$ cat src/rtl/plru_pkg.sv
// Shared helpers for the tree pseudo-LRU replacer.
// Heap-ordered tree: node i has children 2i+1 and 2i+2.
package plru_pkg;

  localparam logic [15:0] NO_WAY = '0;

  function automatic int left_child(input int n);
    return 2 * n + 1;
  endfunction

  function automatic int right_child(input int n);
    return 2 * n + 2;
  endfunction

  function automatic int parent(input int n);
    return (n - 1) / 2;
  endfunction

  function automatic logic path_bit(input int w, input int l, input int ww);
    return logic'((w >> (ww - 1 - l)) & 1);
  endfunction

  // Child of node n on the root-to-leaf route, or -1 when n is off the route.
  function automatic int path_child(input int n, input int leaf);
    int x;
    int r;
    x = leaf;
    r = -1;
    for (int i = 0; i < 8; i++) begin
      if (x > n) begin
        if (parent(x) == n) r = x;
        x = parent(x);
      end
    end
    return r;
  endfunction

endpackage

$ cat src/rtl/plru_tree_pick.sv
// Combinational victim picker: invalid-first, then a lock-aware tree walk.
// A subtree whose ways are all locked is skipped in favour of its sibling.
module plru_tree_pick
  import plru_pkg::*;
#(
  parameter int WAY_NUM = 4
) (
  input  logic [WAY_NUM-2:0] tree,
  input  logic [WAY_NUM-1:0] valid,
  input  logic [WAY_NUM-1:0] lock,
  output logic [WAY_NUM-1:0] victim,
  output logic               none
);

  localparam int NODES = 2 * WAY_NUM - 1;

  logic [NODES-1:0]   all_lk;
  logic [NODES-1:0]   reach;
  logic [WAY_NUM-1:0] free_oh;
  logic               found;
  logic               go_r;

  always_comb begin
    all_lk = '0;
    reach = '0;
    go_r = 1'b0;
    found = 1'b0;
    victim = '0;
    for (int w = 0; w < WAY_NUM; w++)
      all_lk[WAY_NUM-1+w] = lock[w];
    for (int n = WAY_NUM - 2; n >= 0; n--)
      all_lk[n] = all_lk[left_child(n)] & all_lk[right_child(n)];

    reach[0] = 1'b1;
    for (int n = 0; n < WAY_NUM - 1; n++) begin
      go_r = tree[n] ? ~all_lk[right_child(n)] : all_lk[left_child(n)];
      reach[left_child(n)]  = reach[n] & ~go_r;
      reach[right_child(n)] = reach[n] & go_r;
    end

    free_oh = ~valid & ~lock;
    for (int w = 0; w < WAY_NUM; w++) begin
      if (free_oh[w] && !found) begin
        victim[w] = 1'b1;
        found = 1'b1;
      end
    end
    if (!found) victim = reach[NODES-1 -: WAY_NUM];

    none = &lock;
    if (none) victim = '0;
  end

endmodule

$ cat src/rtl/plru_tree_replacer.sv
// Tree pseudo-LRU replacement unit: one-cycle lookup pipeline,
// same-set forwarding, per-way locks and a bulk clear sweep.
module plru_tree_replacer
  import plru_pkg::*;
#(
  parameter int WAY_NUM     = 4,
  parameter int INDEX_WIDTH = 6,
  parameter int WAY_W       = $clog2(WAY_NUM)
) (
  input  logic                   clk,
  input  logic                   rst_n,
  input  logic                   lookup_valid,
  output logic                   lookup_ready,
  input  logic [INDEX_WIDTH-1:0] lookup_index,
  input  logic [WAY_NUM-1:0]     lookup_hit,
  input  logic [WAY_NUM-1:0]     lookup_way_valid,
  input  logic [WAY_NUM-1:0]     lookup_way_lock,
  output logic                   resp_valid,
  output logic                   resp_hit,
  output logic [WAY_NUM-1:0]     resp_way,
  output logic [WAY_W-1:0]       resp_way_id,
  output logic                   resp_none,
  input  logic                   clear_req,
  output logic                   clear_busy
);

  localparam int LINE_NUM = 2 ** INDEX_WIDTH;
  localparam int TB = WAY_NUM - 1;

  typedef enum logic {
    IDLE,
    CLEAR
  } state_t;

  state_t                 state_q, state_d;
  logic [INDEX_WIDTH-1:0] cnt_q, cnt_d;
  logic [TB-1:0]          tree_q [LINE_NUM];

  logic                   r_valid;
  logic [INDEX_WIDTH-1:0] r_index;
  logic [WAY_NUM-1:0]     r_hit;
  logic [WAY_NUM-1:0]     r_vmask;
  logic [WAY_NUM-1:0]     r_lock;
  logic [TB-1:0]          r_tree;

  logic                   acc;
  logic                   is_hit;
  logic                   none;
  logic                   pick_none;
  logic                   touch_en;
  logic [WAY_NUM-1:0]     hit_oh;
  logic [WAY_NUM-1:0]     pick_oh;
  logic [WAY_NUM-1:0]     sel_oh;
  logic [WAY_W-1:0]       sel_id;
  logic [TB-1:0]          touched;
  logic [TB-1:0]          rd_tree;

  assign lookup_ready = (state_q == IDLE);
  assign clear_busy   = (state_q == CLEAR);
  assign acc          = lookup_valid & lookup_ready;

  plru_tree_pick #(
    .WAY_NUM(WAY_NUM)
  ) u_pick (
    .tree  (r_tree),
    .valid (r_vmask),
    .lock  (r_lock),
    .victim(pick_oh),
    .none  (pick_none)
  );

  always_comb begin
    is_hit = |r_hit;
    hit_oh = r_hit & (~r_hit + WAY_NUM'(1));
    sel_oh = is_hit ? hit_oh : pick_oh;
    none   = ~is_hit & pick_none;
    sel_id = '0;
    for (int w = 0; w < WAY_NUM; w++)
      if (sel_oh[w]) sel_id = WAY_W'(w);
    // Point every node on the selected way's path away from it.
    touched = r_tree;
    for (int n = 0; n < TB; n++) begin
      for (int w = 0; w < WAY_NUM; w++) begin
        if (sel_oh[w] && path_child(n, TB + w) == left_child(n))
          touched[n] = 1'b1;
        else if (sel_oh[w] && path_child(n, TB + w) == right_child(n))
          touched[n] = 1'b0;
      end
    end
  end

  assign touch_en = r_valid & ~none;

  assign rd_tree = (touch_en && r_index == lookup_index) ?
                   touched : tree_q[lookup_index];

  assign resp_valid  = r_valid;
  assign resp_hit    = r_valid & is_hit;
  assign resp_none   = r_valid & none;
  assign resp_way    = r_valid ? sel_oh : WAY_NUM'(NO_WAY);
  assign resp_way_id = r_valid ? sel_id : '0;

  always_ff @(posedge clk or negedge rst_n) begin
    if (!rst_n) begin
      r_valid <= 1'b0;
      r_index <= '0;
      r_hit   <= '0;
      r_vmask <= '0;
      r_lock  <= '0;
      r_tree  <= '0;
    end else begin
      r_valid <= acc;
      if (acc) begin
        r_index <= lookup_index;
        r_hit   <= lookup_hit;
        r_vmask <= lookup_way_valid;
        r_lock  <= lookup_way_lock;
        r_tree  <= rd_tree;
      end
    end
  end

  always_ff @(posedge clk or negedge rst_n) begin
    if (!rst_n) begin
      for (int i = 0; i < LINE_NUM; i++)
        tree_q[i] <= '0;
    end else if (state_q == CLEAR) begin
      tree_q[cnt_q] <= '0;
    end else if (touch_en) begin
      tree_q[r_index] <= touched;
    end
  end

  always_ff @(posedge clk or negedge rst_n) begin
    if (!rst_n) begin
      state_q <= IDLE;
      cnt_q   <= '0;
    end else begin
      state_q <= state_d;
      cnt_q   <= cnt_d;
    end
  end

  // A lookup in the same cycle as clear_req is served first.
  always_comb begin
    state_d = state_q;
    cnt_d   = cnt_q;
    unique case (state_q)
      IDLE: begin
        if (clear_req && !lookup_valid) begin
          state_d = CLEAR;
          cnt_d   = '0;
        end
      end
      CLEAR: begin
        cnt_d = cnt_q + INDEX_WIDTH'(1);
        if (&cnt_q) state_d = IDLE;
      end
    endcase
  end

endmodule
$ cat config.mk
export PLATFORM = sky130hd
export DESIGN_NAME = plru_tree_replacer
export DESIGN_NICKNAME = d
export VERILOG_FILES = /design/src/rtl/plru_pkg.sv /design/src/rtl/plru_tree_pick.sv /design/src/rtl/plru_tree_replacer.sv
export SDC_FILE = /design/constraint.sdc
export NUM_CORES = 1
export LEC_CHECK = 0
export BUFFER_PORTS_ARGS = -buffer_cell sky130_fd_sc_hd__buf_2
export CAP_MARGIN = 20
export CORE_UTILIZATION = 57
export DETAILED_ROUTE_END_ITERATION = 10
export GPL_TIMING_DRIVEN = 1
export PLACE_DENSITY = 0.77
export SYNTH_ARGS = -nofsm -noshare
export SYNTH_HDL_FRONTEND = slang
export SYNTH_SLANG_ARGS = --single-unit
$ cat constraint.sdc
create_clock -name clk -period 2 [get_ports clk]
set_clock_uncertainty 0.1 [all_clocks]
set_input_delay 0.2 -clock clk [delete_from_list [all_inputs] [get_ports clk]]
set_output_delay 0.2 -clock clk [all_outputs]
set_load 0.01 [all_outputs]
==> impl_metrics.ini, run 1 <==
[synth]
syn-cell-area_um2 = 11230
yosysTopAreaCellShare = 0.4924
yosys_warnings = 0
synth.largest_area_cell = dfrtp_1
synth_flop_cell = dfrtp_1
avgSynthCellArea_um2 = 10.29
synthTopCellsByArea = dfrtp_1 49%, mux4_2 8.8%, mux2i_1 7.0%
synthDistinctLibCells = 62
ys_ff_latch = 221
synthCells = 1092
synthesis.nets = 1115
ys_seq_area_frac = 0.4924
synthArstFlopShare = 1.000
synth_edf_count = 0
synthTopCellsByCount = 221 x dfrtp_1, 196 x nand2_1, 122 x nand3_1, 107 x o21ai_0, 79 x mux2i_1
synth_most_common_cell = dfrtp_1

[placement]
io_buffers = 32
place.gp.congestion = 0.9332
dp_hpwl_um = 23450
dp_slack_ns = -0.5843
place_inst = 1478

[clock_network]
clock-sinks = 221
cts_buffer_depth = 3
clockRootBuffer = clkbuf_16
cts_buffers = 24
clock_tree.htree_level_count = 1

[die]
start_util = 0.5906
die_x_um = 142.4
chipHeight_um = 142.4
io_pins = 33
row_count = 50

[sta]
crit_endpoint = resp_way_id[0]
worst-ep-kind = top-level output

[grt]
antenna_found_initial = 12
grt_usage = 0.7855
grt_overflow = 15
grt_start_max_net_pins = 54

[outcome]
status = did not finish
tool.error = [ERROR GRT-0232] Routing congestion too high. Check the congestion heatmap in the GUI.
lastStage = 5_1_grt
layer usage:
layer  global-route usage  overflow
met1               0.7679         0
met2               0.8932         7
met3               0.7241         1
met4               0.7465         7
met5               0.5639         0
timing repair:
action,in CTS
pin swaps,59
gates cloned,24
gates resized for setup,323
hold buffers,17
endpoints found under the setup margin,203
setup buffers,49
hold endpoints to repair,239
cells by family after synthesis:
logic type                 synth area share
AOI/OAI and AO/OA                    0.1003
xor gates and xnor gates           0.007798
adders and majority gates          0.001114
buffers and inverters               0.02997
DFF                                  0.4924
muxes                                0.1797
and+or+nand+nor                      0.1888
metrics by stage:
step	instance area, µm²	utilization
CTS	15740	0.8274
floorplan	11390	-
detailed placement	12830	0.6749
global placement	12830	0.6749
==> inputs of run 2 (changes only) <==
- CORE_UTILIZATION: 57 -> 40
- PLACE_DENSITY: 0.77 -> default
- PLACE_DENSITY_LB_ADDON: default -> 0.15
- clock period: 2 -> 2.6 ns (I/O delays scaled with it)
==> impl_metrics.ini, run 2 <==
[setup_path]
critPathKind = register to primary output
r2r_slack_ns = 0.17
cp_slowest_stage_delay_ns = 0.45
rr_endpoint = tree_q[64]
cp.required_ns = 2.24
crit_slowest_cell = dfrtp_2
critical_path.startpoint_type = register
worstRegToRegCells = 8
crit_fanout = 7
path_common_cell = buf_4
worstPathArrival_ns = 2.20
endpoint_kind = primary output
r2r-start = r_lock[0]
path_cells = buf_4 > o21ba_2 > o32ai_2 > a32o_2 > buf_4 > and2_1 > buf_2

[sta]
setup_viol = 0
fmax_ghz = 0.3901
hold-worst-slack_ns = 0.04127
drv_slew = 0
timing.final.crit_share = 0.9859
fin_crit_ns = 2.563
hold_violations = 0
max_slew_margin = 0.5210
rsz0062_at_grt = yes
worst_pin_slew_ns = 0.7158
fin_setup_tns_ns = 0

[routing]
wl_per_cell_um = 22.15
first_iter_violations = 839
firstDrtPassIters = 5
avgViaCountPerCell = 5.697
drc = 0
detail-route-antenna-nets = 0
routed_wl_um = 35340
num_vias = 9087

[pwr]
p_switching_mw = 4.616
clockPowerShare = 0.287
ir_drop_v = 0.0004854
sequentialPowerShare = 0.356
internal_power_mw = 7.212
p_leak_nw = 5.599
p_total_mw = 11.83
powerDensity_nw_per_um2 = 877.0
sw_frac_of_total = 0.3902
comb_power_share = 0.358

[outcome]
status = finished, final reports clean

[clock_network]
clock_latency_ns = 0.53
cts_buffers = 25
cts_buffer_depth = 3
cts_tree = done
clockRootBuffer = clkbuf_16
clock-sinks = 221
path_clk_slew_ns = 0.06
clock_tree.htree_level_count = 1

[die]
die_area_um2 = 28750
start_util = 0.4122
row_count = 60
die_x_um = 169.6
chipHeight_um = 169.6
io_pins = 33
core_area_um2 = 27250

[layout]
drive_gt1_frac = 0.2167
largest_register_ffs = 192
fin_nets = 1230
syn2layout_area_growth_pct = 20.08
top_register = tree_q
layout_common_cells = 217 x dfrtp_1, 196 x nand2_1, 121 x nand3_1
mostFrequentLayoutCell = dfrtp_1
antennaDiodeCount = 0
reg.largest.list = tree_q (192), cnt_q (6), r_index (6)

[min_path]
worstHoldPathCells = 4
min_to = r_tree[0]
hp-start = lookup_valid
min_path_type = input port to register

[synth]
ys_ff_latch = 221
synth_most_common_cell = dfrtp_1
yosysTopAreaCellShare = 0.4924
synthDistinctLibCells = 62
synthCells = 1092
synthTopCellsByCount = 221 x dfrtp_1, 196 x nand2_1, 122 x nand3_1, 107 x o21ai_0, 79 x mux2i_1
synth_flop_cell = dfrtp_1
yosys_warnings = 0
ys_seq_area_frac = 0.4924
synth_edf_count = 0
syn-cell-area_um2 = 11230
synth.largest_area_cell = dfrtp_1
synthesis.nets = 1115
avgSynthCellArea_um2 = 10.29
synthTopCellsByArea = dfrtp_1 49%, mux4_2 8.8%, mux2i_1 7.0%
synthArstFlopShare = 1.000

[placement]
place.gp.congestion = 0.8986
io_buffers = 32
dp_hpwl_um = 24920

[job]
drv_cap = 0

[grt]
grt_usage = 0.2549
antenna_found_initial = 0
first_global_vias = 9099
grt_overflow = 0
grt_first_pass_wirelength_um = 55190
grt_start_max_net_pins = 78
run 2: cell counts after synthesis:
No cell type changed its count.
run 2: worst max-delay path, delay by kind of cell (launching register included):
kind / cells / cell delay [ns]
DFF: 1 / 0.45
buffers and inverters: 3 / 0.44
and+or+nand+nor: 1 / 0.14
AOI/OAI and AO/OA: 3 / 0.65
run 2: worst max-delay path by stage:
stage / from / to / depth (start not counted)
CTS: r_tree[0] / resp_way_id[0] / 8
detailed placement: r_hit[1] / tree_q[142] / 7
global placement: r_hit[1] / tree_q[142] / 7
floorplan: lookup_index[1] / r_tree[1] / 8
finish: r_lock[2] / resp_way[2] / 7
global route: r_lock[1] / resp_way_id[0] / 8
run 2: cells by family (layout without fill, tap and decap cells):
logic type,Yosys count,count (layout),share of synthesized area
DFF,221,221,0.4924
xor gates and xnor gates,10,10,0.007798
buffers and inverters,69,200,0.02997
and+or+nand+nor,455,455,0.1888
AOI/OAI and AO/OA,192,192,0.1003
muxes,144,144,0.1797
adders and majority gates,1,1,0.001114
run 2: stage by stage:
stage	cells	setup WS, ns	instance area [µm²]	util
after floorplan	1092	0.3638	11230	-
after global placement	1533	0.07275	12450	0.4570
after detailed placement	1533	0.1164	12450	0.4570
after CTS	1594	0.01248	13470	0.4942
after global routing	1595	-0.04610	13490	0.4949
final	1595	0.03669	13490	0.4949
run 2: area by class of cell:
| class | count | area (µm²) |
|---|---|---|
| fillers | 2530 | 13760 |
| flip-flops and latches | 221 | 5535 |
| multi-input cells | 802 | 5451 |
| repair buffers | 146 | 1217 |
| clock buffers | 40 | 762.0 |
| well taps | 372 | 465.4 |
| inverters | 11 | 41.29 |
| clock inverters | 3 | 15.01 |
run 2: timing repair:
item                                    CTS  global route
pin swaps                                 5             1
buffers inserted                          5             1
hold endpoints to repair                 84             0
gates resized for setup                  17             5
hold buffers                             13             0
endpoints found under the setup margin    5            22
gates cloned                              0             0
run 2: power groups by stage:
stage	Clock [mW]	Combinational [mW]	Sequential (mW)
after global placement	0	4.00	4.23
after global routing	3.60	4.51	4.25
final	3.39	4.23	4.21
after CTS	3.47	4.19	4.19
after detailed placement	0	3.99	4.24
after floorplan	0	2.38	3.95
run 2: routing by layer:
layer	wire [µm]	share of wire	up-vias	global-route usage
met5	0	0	-	0
met4	1079	0.031	0	0.08108
met3	2016	0.057	59	0.03778
met2	16040	0.45	261	0.4031
met1	16200	0.46	4594	0.3608
li1	-	-	4173	-
Note: power is estimated with default switching activity, not from simulation.
